## config.mk

```make
export PLATFORM = sky130hd
export DESIGN_NAME = stopwatch_timekeeper
export DESIGN_NICKNAME = d
export VERILOG_FILES = /design/src/rtl/stopwatch_pkg.sv /design/src/rtl/stopwatch_timekeeper_tick_prescaler.sv /design/src/rtl/stopwatch_timekeeper.sv
export SDC_FILE = /design/constraint.sdc
export NUM_CORES = 1
export LEC_CHECK = 0
export ABC_AREA = 0
export BUFFER_PORTS_ARGS = -buffer_cell sky130_fd_sc_hd__buf_2
export CELL_PAD_IN_SITES_DETAIL_PLACEMENT = 1
export CELL_PAD_IN_SITES_GLOBAL_PLACEMENT = 1
export CORE_ASPECT_RATIO = 1.1
export CORE_MARGIN = 2
export CORE_UTILIZATION = 46
export CTS_CLUSTER_DIAMETER = 30
export DETAILED_ROUTE_END_ITERATION = 12
export GPL_ROUTABILITY_DRIVEN = 0
export GPL_TIMING_DRIVEN = 0
export PLACE_DENSITY = 0.9
export SETUP_SLACK_MARGIN = 0.02
export SYNTH_ARGS = -nofsm -noshare
export SYNTH_HDL_FRONTEND = slang
export SYNTH_HIERARCHICAL = 1
export SYNTH_SLANG_ARGS = --single-unit
export TNS_END_PERCENT = 5
```

## constraint.sdc

```tcl
create_clock -name clock -period 3.3 [get_ports clock]
set_clock_uncertainty 0.05 [all_clocks]
set_input_delay 0.66 -clock clock [delete_from_list [all_inputs] [get_ports clock]]
set_output_delay 0.66 -clock clock [all_outputs]
set_load 0.05 [all_outputs]
```

## src/rtl/stopwatch_pkg.sv

```systemverilog
`default_nettype none
// ============================================================================
//  Module      : stopwatch_pkg
//  Description : Shared state encoding and constants for the stopwatch
//                minutes/seconds timekeeper.
//  Revision    : 1.0 - initial release
// ============================================================================
package stopwatch_pkg;

    // Control FSM states; IDLE always means 00:00 and stopped
    typedef enum logic [1:0] {
        IDLE    = 2'd0,
        RUNNING = 2'd1,
        PAUSED  = 2'd2
    } state_t;

    localparam logic [6:0] c_MAX_SECONDS      = 7'd59;
    localparam int         c_TICK_DIV_DEFAULT = 50000000;

endpackage : stopwatch_pkg
`default_nettype wire

```

## src/rtl/stopwatch_timekeeper_tick_prescaler.sv

```systemverilog
`default_nettype none
// ============================================================================
//  Module      : tick_prescaler
//  Description : Divides the board clock to one terminal-count strobe per
//                TICK_DIV enabled cycles. Holds its count while disabled so a
//                paused second resumes where it left off.
//  Revision    : 1.0 - initial release
// ============================================================================
module tick_prescaler
    import stopwatch_pkg::*;
#(
    parameter int TICK_DIV = c_TICK_DIV_DEFAULT
) (
    input  logic clock,
    input  logic reset,
    input  logic enable,
    input  logic clear,
    output logic terminal
);

    localparam int           c_W    = (TICK_DIV > 1) ? $clog2(TICK_DIV) : 1;
    localparam logic [c_W-1:0] c_LAST = c_W'(TICK_DIV - 1);

    logic [c_W-1:0] r_count;

    // Count only while enabled; clear wins and restarts the second
    always_ff @(posedge clock or posedge reset) begin
        if (reset) begin
            r_count <= '0;
        end else if (clear) begin
            r_count <= '0;
        end else if (enable) begin
            if (r_count == c_LAST) begin
                r_count <= '0;
            end else begin
                r_count <= r_count + c_W'(1);
            end
        end
    end

    assign terminal = enable && (r_count == c_LAST);

endmodule : tick_prescaler
`default_nettype wire

```

## src/rtl/stopwatch_timekeeper.sv

```systemverilog
`default_nettype none
// ============================================================================
//  Module      : stopwatch_timekeeper
//  Description : Start/stop/clear control FSM and binary MM:SS counters that
//                feed the seven-segment display driver. Counts 00:00..99:59
//                at one step per TICK_DIV clock cycles.
//  Revision    : 1.0 - initial release
// ============================================================================
module stopwatch_timekeeper
    import stopwatch_pkg::*;
#(
    parameter int TICK_DIV    = c_TICK_DIV_DEFAULT,
    parameter int MAX_MINUTES = 99
) (
    input  logic       clock,
    input  logic       reset,
    input  logic       start_stop,
    input  logic       clear,
    output logic [6:0] minutes,
    output logic [6:0] seconds,
    output logic       running,
    output logic       tick,
    output logic       rollover
);

    localparam logic [6:0] c_MAX_MINUTES = 7'(MAX_MINUTES);

    state_t     r_state;
    state_t     w_state_next;
    logic       r_start_prev;
    logic       r_running;
    logic       r_tick;
    logic       r_rollover;
    logic [6:0] r_minutes;
    logic [6:0] r_seconds;
    logic       w_start_edge;
    logic       w_terminal;
    logic       w_advance;

    // History resets high so a button held through reset is not a press
    assign w_start_edge = start_stop & ~r_start_prev;

    // A tick due in the same cycle as a clear is dropped with the time
    assign w_advance = w_terminal & ~clear;

    tick_prescaler #(
        .TICK_DIV (TICK_DIV)
    ) u_prescaler (
        .clock    (clock),
        .reset    (reset),
        .enable   (r_state == RUNNING),
        .clear    (clear),
        .terminal (w_terminal)
    );

    // Next state: clear beats any button edge arriving in the same cycle
    always_comb begin
        w_state_next = r_state;
        if (clear) begin
            w_state_next = IDLE;
        end else if (w_start_edge) begin
            case (r_state)
                IDLE:    w_state_next = RUNNING;
                RUNNING: w_state_next = PAUSED;
                PAUSED:  w_state_next = RUNNING;
                default: w_state_next = IDLE;
            endcase
        end
    end

    // FSM, registered flags and MM:SS counters
    always_ff @(posedge clock or posedge reset) begin
        if (reset) begin
            r_state      <= IDLE;
            r_start_prev <= 1'b1;
            r_running    <= 1'b0;
            r_tick       <= 1'b0;
            r_rollover   <= 1'b0;
            r_minutes    <= 7'd0;
            r_seconds    <= 7'd0;
        end else begin
            r_start_prev <= start_stop;
            r_state      <= w_state_next;
            r_running    <= (w_state_next == RUNNING);
            r_tick       <= w_advance;
            r_rollover   <= 1'b0;
            if (clear) begin
                r_minutes <= 7'd0;
                r_seconds <= 7'd0;
            end else if (w_advance) begin
                if (r_seconds == c_MAX_SECONDS) begin
                    r_seconds <= 7'd0;
                    if (r_minutes == c_MAX_MINUTES) begin
                        r_minutes  <= 7'd0;
                        r_rollover <= 1'b1;
                    end else begin
                        r_minutes <= r_minutes + 7'd1;
                    end
                end else begin
                    r_seconds <= r_seconds + 7'd1;
                end
            end
        end
    end

    assign minutes  = r_minutes;
    assign seconds  = r_seconds;
    assign running  = r_running;
    assign tick     = r_tick;
    assign rollover = r_rollover;

endmodule : stopwatch_timekeeper
`default_nettype wire

```

# After elaboration in Yosys (flattened, before gate mapping)

Index checks and enable logic that the tools add are counted.

Register bits after elaboration: 46
Latch bits: 0
Memory bits (writable): 0
Bits in read-only memories: 0
Input port bits: 4
Output and inout bits: 17
Word-level logic and storage cells: 45
Memories kept: 0

$add $sub $neg: 3
$mul: 0
Div/mod/pow operators: 0
Magnitude comparators: 0
Eq/ne operators: 6
Shift-type cells: 0
Mux-type cells: 17
Bitwise gates (word level): 4
Reduce and logical (&&, ||, !) cells: 7

Operators by type and width:

| operator                | number |
|---|---|
| $mux W26                | 3 |
| $mux W7                 | 7 |
| $add A26 B1 Y26 const B | 1 |
| $eq A26 B26 Y1 const B  | 1 |
| $add A7 B1 Y7 const B   | 2 |
| $eq A7 B6 Y1 const B    | 1 |
| $eq A7 B7 Y1 const B    | 1 |
| $reduce_bool A2 Y1      | 3 |
| $eq A2 B1 Y1 const B    | 2 |
| $mux W1                 | 4 |
| $mux W2                 | 2 |
| $pmux W2 S2             | 1 |
| $and A1 B1 Y1           | 2 |
| $eq A2 B2 Y1 const B    | 1 |
| $logic_not A2 Y1        | 1 |
| $not A1 Y1              | 2 |
| $reduce_and A2 Y1       | 1 |
| $reduce_or A2 Y1        | 1 |
| $logic_and A1 B1 Y1     | 1 |

# Logic depth before layout (Yosys ltp)

Gate-level depths: netlist (run 1).

Depth after elaboration: 6
Mapped depth: 8
Mapped depth without buffers: 7

# By module

The synthesis (run 1) kept the hierarchy.

By module, submodules not included:

| module               | times used | cells each | area an instance (um^2) | seq. area each (um^2) |
|---|---|---|---|---|
| tick_prescaler       | 1          | 150        | 1406.3                  | 650.6 |
| stopwatch_timekeeper | 1          | 106        | 1091.0                  | 501.7 |

# Worst setup path after synthesis (run 1)

No wires, ideal clock.

Kind: register to register
Start point: register u_prescaler.r_count[0]
End point: register r_seconds[6] (netlist: seconds[6])
Library setup time: 0.125 ns
Arrival time: 2.287 ns
Required time: 3.125 ns
Slack: 0.838 ns
Stages on the path, launching flop included: 9
Path buffers: 1
Period minus slack after synthesis: 2.462 ns
Cells stage by stage: dfrtp_1 -> ha_1 -> nand4_1 -> or3_1 -> nor4_1 -> buf_2 -> and4_1 -> nand3_1 -> mux2_2

Word-level cells in the longest chain between the ends: 4

Ends and longest elaborated chain:

| element                             | RTL line                                  | source |
|---|---|---|
| start, declared                     | stopwatch_timekeeper_tick_prescaler.sv:24 | `logic [c_W-1:0] r_count;` |
| start signal, assigned              | stopwatch_timekeeper_tick_prescaler.sv:36 | `r_count <= r_count + c_W'(1);` |
| $eq A26 B26 Y1                      | stopwatch_timekeeper_tick_prescaler.sv:41 | `assign terminal = enable && (r_count == c_LAST);` |
| $logic_and A1 B1 Y1                 | stopwatch_timekeeper_tick_prescaler.sv:41 |  |
| via w_terminal                      | stopwatch_timekeeper.sv:37                | `logic w_terminal;` |
| $and A1 B1 Y1                       | stopwatch_timekeeper.sv:44                | `assign w_advance = w_terminal & ~clear;` |
| $reduce_bool A2 Y1 (no source line) | --                                        |  |
| end signal, assigned                | stopwatch_timekeeper.sv:100               | `r_seconds <= r_seconds + 7'd1;` |
| end, declared                       | stopwatch_timekeeper.sv:35                | `logic [6:0] r_seconds;` |

The timed path passes the listed nets, and every way through them passes these cells.
A chain may end at the register's enable or synchronous reset.

# Final worst setup path (run 1)

Ends and elaborated chain as after synthesis.

==> results by stage, run 1 <==
Setup path:
- The category of the critical setup timing path is register to register.
- The signal on the critical path passes through ha_1 -> nand4_1 -> or3_1 -> nor4_1 -> buf_2 -> and4_1 -> nand3_1 -> mux2_2.
- The critical path depth in cells is 8.
- The slowest stage cell on the critical path is nor4_1.
- At the worst endpoint, the required time is ~3.5 ns.
- Data on the critical path arrives at its endpoint at 2.96 ns.
- The worst setup path is captured at a register.
- The number of buffers and inverters on the critical path is 1.
- In this run the worst path has a maximum fanout of 10.
- The delay of the slowest cell on the worst path is approximately 0.52 ns.
- STA classifies the critical path startpoint as a register.
- The cell family with the largest share of critical-path delay is simple AND/OR/NAND/NOR gates.
- The number of cells on the worst reg-to-reg path is 8.

Yosys:
- The cell area that synthesis handed to floorplanning was 2500 um^2.
- The synthesis-stage register bit count is between 40 and 50.
- The post-synthesis area per instance is roughly 9.8 um^2.
- The share of the Yosys chip area taken by registers is 0.461.
- The count of cell types in the netlist is 47.
- Counting every instance in the synthesized netlist gives roughly 260.
- Yosys printed 6 warnings.
- The most common flop cell mapped by yosys is dfrtp_1.
- The synthesized design contains 0 enable-type register cells.
- The proportion of register bits with asynchronous set or reset after synthesis is 1.00.
- The total nets after synthesis is ~260.

Global route:
- Summed over all layers, the global routing overflow is 0.
- The maximum number of pins on one net before global-route repair is 27.
- The global-route wire length before repair is about 10000 um.
- In the global route stage, overall resource usage came out at 0.224.
- The via count of the first global-routing pass is between 2000 and 2500.
- The number of antenna violations at the first check in global routing is 0.

Routing:
- Using the TritonRoute via totals, the vias-per-cell ratio works out to 5.92.
- The detail route stage leaves a number of antenna-violating nets equal to 0.
- In the routed design, unresolved DRC markers number 0.
- The number of detailed-route iterations in the first pass is 4.
- After the first detailed-routing iteration, the DRC count stood at between 100 and 150.
- After detailed routing, the average wire length per cell comes to 17.5 um.
- The count of vias placed by the detailed router is between 2000 and 2500.
- The wire length reported by the detailed router is 6290 um.

Place:
- The placed instances occupy a cell area of roughly 2700 um^2.
- Detailed placement finished with a half-perimeter wire length of ~4400 um.
- OpenSTA, run right after detailed placement, puts the worst setup slack at 0.515 ns.
- Buffers placed on the I/O ports in this run total 20.

STA:
- The worst setup slack after layout is between 0.4 and 0.5 ns.
- The routed design could run at a clock period as short as roughly 2.8 ns.
- The final count of hold timing violations came to 0.
- The number of endpoints failing setup at the final stage is 0.
- In this run the tightest slew margin relative to its limit is 0.312.
- The slew at the pin with the worst max-slew slack is between 1 and 1.5 ns.
- The maximum clock frequency is around 360 MHz.
- Across all hold checks on the routed design, the worst slack comes to a little under 0.4 ns.
- The final count of pins violating max slew is 0.
- In the finished design, the share of the clock period the worst path needs comes to 0.850.
- Setup repair after global routing left no endpoint under its margin.
- In the final timing run, aggregate negative setup slack is 0 ns.

Final layout:
- The most common cell after layout, fill and taps aside is dfrtp_1.
- Once layout is done, the placed cells without fillers occupy 2810 um^2.
- Leaving out fill and tap cells, the most frequent cells in the layout are 45 x dfrtp_1, 23 x buf_2, 21 x nor2_1, 18 x a21oi_1, 17 x nand2_1.
- The area growth from synthesis to final layout is 12.3%.
- After filler insertion, the fill cell instance count of the layout stands at 633.
- The net count of the finished layout is 290.
- Across the whole layout, storage elements account for between 1000 and 1500 um^2.
- In the final layout, the share of cells above drive strength 1 is 0.162.
- 0 antenna diodes ended up in the layout.
- In the final layout, the multi-input gates occupy around 1200 um^2.

Floorplanning:
- The placeable core region is between 5000 and 6000 um^2.
- During I/O placement, the number of pins put on the boundary was 21.
- The vertical extent of the die is about 80 um.
- The area of the die is roughly 6000 um^2.
- The die boundary width is approximately 74 um.
- For this configuration, the core starts out at a cell density of 0.469.
- The standard-cell row count is 28.

Clocking:
- The number of gates resized after cts is 0.
- In this run the clock root is driven by a clkbuf_8.
- The total clock buffers created by CTS is 5.
- The clock slew seen by the registers of the worst setup and hold paths is about 0.10 ns.
- The later-pin clock latency in the skew report is roughly 0.31 ns.
- The total clock sinks is 46.
- The H-tree was split into 2 levels.
- After clock tree synthesis, the flow added hold-fix buffers numbering 0.
- The maximum root-to-sink buffer count is 2.
- Post-CTS timing repair inserted 0 buffers for setup.
- The CTS tree is done.

Run status:
- The run finished with clean final reports.

Power:
- The leakage power figure is 1.16 nW.
- The power after layout is 1.08 mW.
- IR analysis of the VDD net gives a maximum drop of approximately 0.00023 V.
- The total power divided by cell area is approximately 380 nW/um^2.

Hold path:
- Along the worst hold path, the cell count comes to 1.
- The tightest min-delay check is of the input port to register type.

Flow run:
- Across the run, the number of max-cap violations was 0.
-- worst reg2reg max path, stage by stage (launching register included) --
cell and delay [ns]:
dfrtp_1 0.42, ha_1 0.24, nand4_1 0.11, or3_1 0.41
nor4_1 0.52, buf_2 0.33, and4_1 0.24, nand3_1 0.10
mux2_2 0.29
-- cell usage after synthesis (all sizes together) (2+ instances only) --
cell	n	area [um^2]
dfrtp	45	1130
o311ai	6	52.6
and4	5	43.8
a311oi	3	26.3
xnor2	10	87.6
nand3	11	55.1
nand2b	5	31.3
nor2	22	85.1
ha	3	37.5
o22ai	2	12.5
nor3	2	10.0
o21ai	11	55.1
or4	11	86.3
or2	3	18.8
a21oi	18	90.1
mux2i	2	20.0
or3	10	62.6
buf	6	48.8
nand4	7	43.8
o41ai	3	33.8
nand2	17	63.8
o211ai	4	35.0
clkbuf	3	11.3
nor4	5	31.3
o31ai	8	60.1
nand4bb	2	22.5
xor2	2	17.5
nor2b	5	31.3
inv	14	52.6
-- layout make-up --
type                    instances  share of cell area
clock buffers                   5              0.0245
multi-input cells             187               0.439
repair buffers                 20              0.0357
clock inverters                 3              0.0161
inverters                      14              0.0187
well taps                      75              0.0335
flip-flops and latches         46               0.411
plain buffers                   9              0.0214
-- power breakdown --
part	switching, mW	internal [mW]	total [mW]
Combinational	0.0483	0.0159	0.0642
Clock	0.209	0.226	0.435
Sequential	0.00650	0.570	0.577
-- registers in the layout, indices dropped and copies added (netlist names) --
| signal | count |
|---|---|
| u_prescaler/r_count | 26 |
| minutes | 7 |
| seconds | 7 |
| r_state | 2 |
| r_start_prev | 1 |
| rollover | 1 |
| running | 1 |
| tick | 1 |
-- metal layers --
layer	part of all wire	GRT usage	vias to the layer above	wire length, um
li1	-	-	1007	-
met1	0.42	0.265	1076	2630
met2	0.55	0.420	37	3440
met3	0.025	0.0360	7	160
met4	0.0091	0.0536	0	57
met5	0	0	-	0
-- final timing paths --
path,slack (ns),end,from
setup / recovery,0.49,seconds[6],u_prescaler/r_count[0]
hold / removal,0.39,r_start_prev,start_stop
setup reg to reg,0.49,seconds[6],u_prescaler/r_count[0]
hold reg to reg,0.51,u_prescaler/r_count[23],u_prescaler/r_count[23]
max in group asynchronous,2.02,u_prescaler/r_count[3],reset
min in group asynchronous,0.45,minutes[4],reset
-- cell families after synthesis --
kind of cell,after synthesis,synth area share
compound gates,58,0.158
fa+ha+maj,3,0.0150
mux,3,0.0125
buf+inv,23,0.0451
simple gates,111,0.266
flops,46,0.461
xor+xnor,12,0.0421
-- stage by stage --
step,util,cells
detailed placement,0.505,351
finish,0.527,359
global placement,0.505,351
global route,0.527,359
CTS,0.527,359
floorplan,-,256
Power figures use the tool's default switching activity.
==> run 2: changes to the inputs <==
--- a/config.mk
+++ b/config.mk
@@ -10,7 +10,6 @@
 export CELL_PAD_IN_SITES_DETAIL_PLACEMENT = 1
 export CELL_PAD_IN_SITES_GLOBAL_PLACEMENT = 1
 export CORE_ASPECT_RATIO = 1.1
-export CORE_MARGIN = 2
 export CORE_UTILIZATION = 46
 export CTS_CLUSTER_DIAMETER = 30
 export DETAILED_ROUTE_END_ITERATION = 12
@@ -18,6 +17,7 @@
 export GPL_TIMING_DRIVEN = 0
 export PLACE_DENSITY = 0.9
 export SETUP_SLACK_MARGIN = 0.02
+export SKIP_LAST_GASP = 1
 export SYNTH_ARGS = -nofsm -noshare
 export SYNTH_HDL_FRONTEND = slang
 export SYNTH_HIERARCHICAL = 1
==> run 2 against run 1 <==
  * Maximum frequency rose by 2.5%
  * Register-to-register slack improved by 0.07 ns
  * Routed wire length rose by 1.7%
==> results by stage, run 2 (synthesized netlist as in run 1, its figures left out) <==
Power:
- The switching portion of total power is 0.252 (was 0.245).
- The worst supply voltage drop on vdd is 0.000194 V (was 0.000231 V).
- The leakage power figure was 1.16 nW (about the same).
- The internal power contribution was 755 uW (was 812 uW).
- The proportion of power drawn by flip-flops and latches came to 0.571 (was 0.536).
- The total power divided by cell area is 363 nW/um^2 (was 383 nW/um^2).
- The share of power burned in combinational logic is 0.064 (was 0.060).
- The net switching power figure is 254 uW (was 264 uW).
- The clock group share of total power is 0.365 (was 0.404).

Final layout:
- The area of all placed cells without fillers is 2780 um^2 (was 2810 um^2).
- The register with the highest flop count is u_prescaler/r_count (unchanged).
- The most common cell after layout, fill and taps aside is dfrtp_1 (unchanged).
- The count of inserted antenna diode cells is 0 (unchanged).
- The fraction of layout cells with a size suffix above 1 is 0.162 (unchanged).
- The flip-flop count of the largest register after layout came to 26 (unchanged).
- The count of nets after finishing came to 290 (unchanged).
- The area growth from synthesis to final layout was 11.4% (was 12.3%).
- The number of filler cells placed in the layout is 592 (was 633).
- The number of standard cells in the final layout excluding fillers is 356 (was 359).
- Most used cells in the layout excluding fill and tap cells: 45 x dfrtp_1, 23 x buf_2, 21 x nor2_1, 18 x a21oi_1, 17 x nand2_1 (unchanged).

Routing:
- The count of nets left with antenna violations after detail routing is 0 (unchanged).
- The number of DRC violations after detailed-routing iteration 0 is 125 (was 120).
- The detailed-route vias per instance is 6.03 (was 5.92).
- The wire length reported by the detailed router is 6400 um (was 6290 um).
- The wire length on met3 was 142 um (was 160 um).
- The number of detailed-route iterations in the first pass came to 4 (unchanged).
- The residual DRC count is 0 (unchanged).
- The count of vias placed by the detailed router is 2148 (was 2127).
- The routed length on met1 is 2720 um (was 2630 um).
- The post-detailed-route wirelength per cell is 18.0 um (was 17.5 um).
- The top layer reached by signal wires was met4 (unchanged).
- The length of routed met2 wiring is 3480 um (was 3440 um).

Global route:
- The total congestion overflow after global routing came to 0 (unchanged).
- The maximum number of pins on one net before global-route repair came to 27 (unchanged).
- The number of antenna violations at the first check in global routing is 0 (unchanged).
- The via count of the first global-routing pass is 2262 (was 2212).
- The global-route wire length before repair is 11000 um (was 10500 um).
- The aggregate global-route resource usage is 0.248 (was 0.224).

STA:
- The total negative setup slack is 0 ns (unchanged).
- The final count of pins violating max slew is 0 (unchanged).
- Unrepaired setup endpoints after global routing: false (unchanged).
- The final worst hold slack is 0.405 ns (was 0.395 ns).
- The number of endpoints failing setup at the final stage came to 0 (unchanged).
- The final count of hold timing violations was 0 (unchanged).
- The final period utilization is 0.829 (was 0.850).
- The max-slew headroom at the worst pin is 0.318 (was 0.312).
- The minimum clock period was 2.74 ns (was 2.81 ns).
- The slew at the pin with the worst max-slew slack is 1.02 ns (was 1.03 ns).
- The worst setup slack after layout is 0.563 ns (was 0.495 ns).
- The maximum clock frequency came to 365 MHz (was 356 MHz).

Clocking:
- The post-CTS setup buffer count was 0 (unchanged).
- The number of gates resized after cts is 0 (unchanged).
- The CTS tree is done (unchanged).
- The maximum root-to-sink buffer count is 2 (unchanged).
- The level count of the clock H-tree is 2 (unchanged).
- The buffer cell driving the clock tree root is clkbuf_8 (unchanged).
- The total clock buffers created by CTS came to 5 (unchanged).
- The post-cts hold buffer count is 0 (unchanged).
- The total clock sinks is 46 (unchanged).
- The later-pin clock latency in the skew report is 0.30 ns (was 0.31 ns).
- The clock slew seen by the registers of the worst setup and hold paths was 0.09 ns (was 0.10 ns).

Place:
- The placed instance count was 348 (was 351).
- The worst setup slack after placement was 0.562 ns (was 0.515 ns).
- The instance area after placement was 2690 um^2 (about the same).
- The detailed-placement wirelength estimate was 4520 um (was 4430 um).
- The number of buffers added on ports is 20 (unchanged).

Setup path:
- The highest fanout seen on the critical path is 10 (unchanged).
- The nature of the critical path endpoint was a register (unchanged).
- The critical path launch point type is a register (unchanged).
- The required arrival time at the worst endpoint was 3.44 ns (was 3.46 ns).
- The category of the critical setup timing path is register to register (unchanged).
- The data arrival time of the critical path is 2.88 ns (was 2.96 ns).

Floorplanning:
- The standard-cell row count is 27 (was 28).
- The die boundary width came to 72.3 um (was 74.3 um).
- The area of the die came to 5730 um^2 (was 6040 um^2).
- The vertical extent of the die is 79.3 um (was 81.3 um).
- The initial core utilization is 0.490 (was 0.469).
- The placeable core region is 5100 um^2 (was 5330 um^2).
- The total I/O pin count was 21 (unchanged).

Run status:
- Outcome: complete, no violations (unchanged).

Flow run:
- The count of maximum capacitance violations was 0 (unchanged).

Hold path:
- The class of the tightest hold or removal check is input port to register (unchanged).
## run 2: worst paths after layout
path	from	to	slack [ns]	cells past startpoint
min	start_stop	r_start_prev	0.40	1
max in group asynchronous	reset	u_prescaler/r_count[12]	2.03	2
min reg2reg	r_state[0]	r_state[0]	0.52	2
min in group asynchronous	reset	seconds[5]	0.45	2
max	u_prescaler/r_count[0]	seconds[6]	0.56	8
max reg2reg	u_prescaler/r_count[0]	seconds[6]	0.56	8
## run 2: routing by layer
metal	vias to the layer above	GRT usage
met2	31	0.449
met1	1104	0.298
met4	0	0.0784
met3	6	0.0381
met5	-	0
li1	1007	-
## run 2: final cells by class
class / instances / area, um^2 / area share
well taps: 72 / 90.1 / 0.0324
flip-flops and latches: 46 / 1150 / 0.414
clock inverters: 2 / 12.5 / 0.00450
multi-input cells: 187 / 1230 / 0.443
clock buffers: 6 / 82.6 / 0.0297
inverters: 14 / 52.6 / 0.0189
repair buffers: 20 / 100 / 0.0360
plain buffers: 9 / 60.1 / 0.0216
## run 2: critical path, stage by stage, from the launching register on
cell	delay (ns)
dfrtp_1	0.41
ha_1	0.24
nand4_1	0.10
or3_1	0.40
nor4_1	0.48
buf_2	0.33
and4_1	0.24
nand3_1	0.09
mux2_2	0.29
## run 2: per-stage QoR
step                       util  total power, mW
after floorplan               -            0.632
after global placement    0.527            0.650
after detailed placement  0.527            0.653
after CTS                 0.545             1.02
after global routing      0.545             1.05
final                     0.545             1.01
## run 2: power by group through the flow
stage	Sequential, mW	Clock (mW)	Combinational (mW)
floorplan	0.597	0	0.0351
global placement	0.587	0	0.0628
detailed placement	0.587	0	0.0659
CTS	0.576	0.379	0.0659
global route	0.577	0.398	0.0716
finish	0.576	0.368	0.0648
==> run 3: changes to the inputs <==
--- a/config.mk
+++ b/config.mk
@@ -10,12 +10,12 @@
 export CELL_PAD_IN_SITES_DETAIL_PLACEMENT = 1
 export CELL_PAD_IN_SITES_GLOBAL_PLACEMENT = 1
 export CORE_ASPECT_RATIO = 1.1
-export CORE_UTILIZATION = 46
+export CORE_UTILIZATION = 42
 export CTS_CLUSTER_DIAMETER = 30
 export DETAILED_ROUTE_END_ITERATION = 12
 export GPL_ROUTABILITY_DRIVEN = 0
 export GPL_TIMING_DRIVEN = 0
-export PLACE_DENSITY = 0.9
+export PLACE_DENSITY = 0.87
 export SETUP_SLACK_MARGIN = 0.02
 export SKIP_LAST_GASP = 1
 export SYNTH_ARGS = -nofsm -noshare
==> constraint.sdc (replaced) <==
create_clock -name clock -period 2.5 [get_ports clock]
set_clock_uncertainty 0.05 [all_clocks]
set_input_delay 0.5 -clock clock [delete_from_list [all_inputs] [get_ports clock]]
set_output_delay 0.5 -clock clock [all_outputs]
set_load 0.05 [all_outputs]
==> run 3 against run 2 <==
  * Non-clock buffer count is 2 higher
  * Die area is 9.3% higher
  * Critical endpoint is now minutes[4]
  * Cell count is 2.0% higher
  * Maximum frequency is 12% higher
==> results by stage, run 3 (synthesized netlist as in run 1, its figures left out) <==
Run status:
- Outcome: complete, no violations (unchanged).

STA:
- The slew at the pin with the worst max-slew slack is 1.00 ns (was 1.02 ns).
- Unrepaired setup endpoints after global routing: true (was false).
- The maximum clock frequency is 408 MHz (was 365 MHz).
- The worst setup slack after layout came to 0.0503 ns (was 0.563 ns).
- The final worst hold slack is 0.247 ns (was 0.405 ns).
- The final count of pins violating max slew is 0 (unchanged).
- The final count of hold timing violations came to 0 (unchanged).
- The number of endpoints failing setup at the final stage is 0 (unchanged).
- The max-slew headroom at the worst pin is 0.329 (was 0.318).
- The minimum clock period is 2.45 ns (was 2.74 ns).
- The total negative setup slack is 0 ns (unchanged).
- The final period utilization came to 0.980 (was 0.829).

Routing:
- The wire length reported by the detailed router is 6330 um (was 6400 um).
- The residual DRC count came to 0 (unchanged).
- The detailed-route vias per instance is 5.79 (was 6.03).
- The number of detailed-route iterations in the first pass came to 4 (unchanged).
- The top layer reached by signal wires is met4 (unchanged).
- The number of DRC violations after detailed-routing iteration 0 is 104 (was 125).
- The count of vias placed by the detailed router came to 2100 (was 2148).
- The count of nets left with antenna violations after detail routing is 0 (unchanged).
- The length of routed met2 wiring is 3290 um (was 3480 um).
- The wire length on met3 was 111 um (was 142 um).
- The routed length on met1 is 2890 um (was 2720 um).
- The post-detailed-route wirelength per cell came to 17.4 um (was 18.0 um).

Floorplanning:
- The vertical extent of the die is 82.9 um (was 79.3 um).
- The initial core utilization is 0.433 (was 0.490).
- The die boundary width is 75.5 um (was 72.3 um).
- The standard-cell row count was 29 (was 27).
- The total I/O pin count is 21 (unchanged).
- The area of the die was 6260 um^2 (was 5730 um^2).
- The placeable core region is 5770 um^2 (was 5100 um^2).

Setup path:
- The cell family with the largest share of critical-path delay is simple AND/OR/NAND/NOR gates (unchanged).
- The highest fanout seen on the critical path is 10 (unchanged).
- The critical path launch point type is a register (unchanged).
- The required arrival time at the worst endpoint is 2.67 ns (was 3.44 ns).
- The slowest stage cell on the critical path was dfrtp_1 (was nor4_1).
- Worst-path cell chain: nor4bb_1 -> nand3_1 -> nor4_4 -> nand3b_4 -> buf_6 -> or4_1 -> a21oi_1 (was ha_1 -> nand4_1 -> or3_1 -> nor4_1 -> buf_2 -> and4_1 -> nand3_1 -> mux2_2).
- The nature of the critical path endpoint is a register (unchanged).
- The data arrival time of the critical path is 2.62 ns (was 2.88 ns).
- The delay of the slowest cell on the worst path is 0.46 ns (was 0.48 ns).
- The number of buffers and inverters on the critical path is 1 (unchanged).
- The category of the critical setup timing path is register to register (unchanged).

Final layout:
- The flip-flop count of the largest register after layout is 26 (unchanged).
- The count of inserted antenna diode cells was 0 (unchanged).
- The core utilization of the finished layout is 0.494 (was 0.545).
- The count of nets after finishing came to 292 (was 290).
- The most common cell after layout, fill and taps aside is dfrtp_1 (unchanged).
- The multi-input logic area is 1260 um^2 (was 1230 um^2).
- The footprint of the flip-flops and latches came to 1150 um^2 (about the same).
- The fraction of layout cells with a size suffix above 1 is 0.175 (was 0.162).
- The area of all placed cells without fillers came to 2850 um^2 (was 2780 um^2).
- The number of filler cells placed in the layout is 660 (was 592).
- The area growth from synthesis to final layout is 14.1% (was 11.4%).
- Most used cells in the layout excluding fill and tap cells: 44 x dfrtp_1, 22 x buf_2, 21 x nor2_1, 18 x a21oi_1, 17 x nand2_1 (was 45 x dfrtp_1, 23 x buf_2, 21 x nor2_1, 18 x a21oi_1, 17 x nand2_1).
- The register with the highest flop count is u_prescaler/r_count (unchanged).

Place:
- The detailed-placement wirelength estimate is 4510 um (was 4520 um).
- The worst setup slack after placement is -0.262 ns (was 0.562 ns).
- The instance area after placement is 2690 um^2 (about the same).
- The number of buffers added on ports was 20 (unchanged).

Global route:
- The via count of the first global-routing pass came to 2243 (was 2262).
- The total congestion overflow after global routing is 0 (unchanged).
- The aggregate global-route resource usage is 0.228 (was 0.248).
- The number of antenna violations at the first check in global routing is 0 (unchanged).
- The global-route wire length before repair is 11000 um (about the same).
- The maximum number of pins on one net before global-route repair is 27 (unchanged).

Flow run:
- The count of maximum capacitance violations is 0 (unchanged).

Hold path:
- The class of the tightest hold or removal check is input port to register (unchanged).

Clocking:
- The clock slew seen by the registers of the worst setup and hold paths is 0.09 ns (about the same).
- The total clock buffers created by CTS is 5 (unchanged).
- The post-cts hold buffer count came to 0 (unchanged).
- The total clock sinks was 46 (unchanged).
- The buffer cell driving the clock tree root was clkbuf_8 (unchanged).
- The level count of the clock H-tree is 2 (unchanged).
- The later-pin clock latency in the skew report is 0.30 ns (about the same).
- The maximum root-to-sink buffer count came to 2 (unchanged).
- The CTS tree is done (unchanged).

Power:
- The total power divided by cell area is 490 nW/um^2 (was 363 nW/um^2).
- The leakage power figure is 1.19 nW (was 1.16 nW).
- The worst supply voltage drop on vdd is 0.000379 V (was 0.000194 V).
## run 3: cell type report
type                            instances  area share
Buffer                                  9      0.0220
Clock buffer                            7      0.0268
Clock inverter                          1      0.0105
Inverter                               14      0.0184
Multi-Input combinational cell        187       0.443
Sequential cell                        46       0.405
Tap cell                               77      0.0338
Timing Repair Buffer                   22      0.0404
## run 3: worst paths after layout
path | end | start | depth (start not counted) | slack (ns)
min in group asynchronous | rollover | reset | 2 | 0.30
max | minutes[4] | u_prescaler/r_count[17] | 7 | 0.05
max in group asynchronous | u_prescaler/r_count[14] | reset | 2 | 1.34
min reg2reg | u_prescaler/r_count[1] | u_prescaler/r_count[1] | 2 | 0.52
max reg2reg | minutes[4] | u_prescaler/r_count[17] | 7 | 0.05
min | r_start_prev | start_stop | 1 | 0.25
## run 3: power breakdown
group | internal [mW] | switching (mW) | total [mW]
clock network | 0.299 | 0.249 | 0.549
logic | 0.0224 | 0.0642 | 0.0866
registers | 0.752 | 0.00840 | 0.761
## run 3: repair_timing
action / in CTS / in global routing
pin swaps: 0 / 3
gates resized for setup: 4 / 4
endpoints found under the setup margin: 24 / 28
buffers inserted: 0 / 2
## run 3: through the flow
stage / cells / power (mW)
floorplan: 256 / 0.834
global placement: 353 / 0.857
detailed placement: 353 / 0.861
CTS: 361 / 1.42
global route: 363 / 1.45
finish: 363 / 1.40
## run 3: routing by layer
layer  vias to the layer above  GRT usage
met2                        24      0.380
li1                       1008          -
met1                      1061      0.308
met4                         0     0.0471
met5                         -          0
met3                         7     0.0400
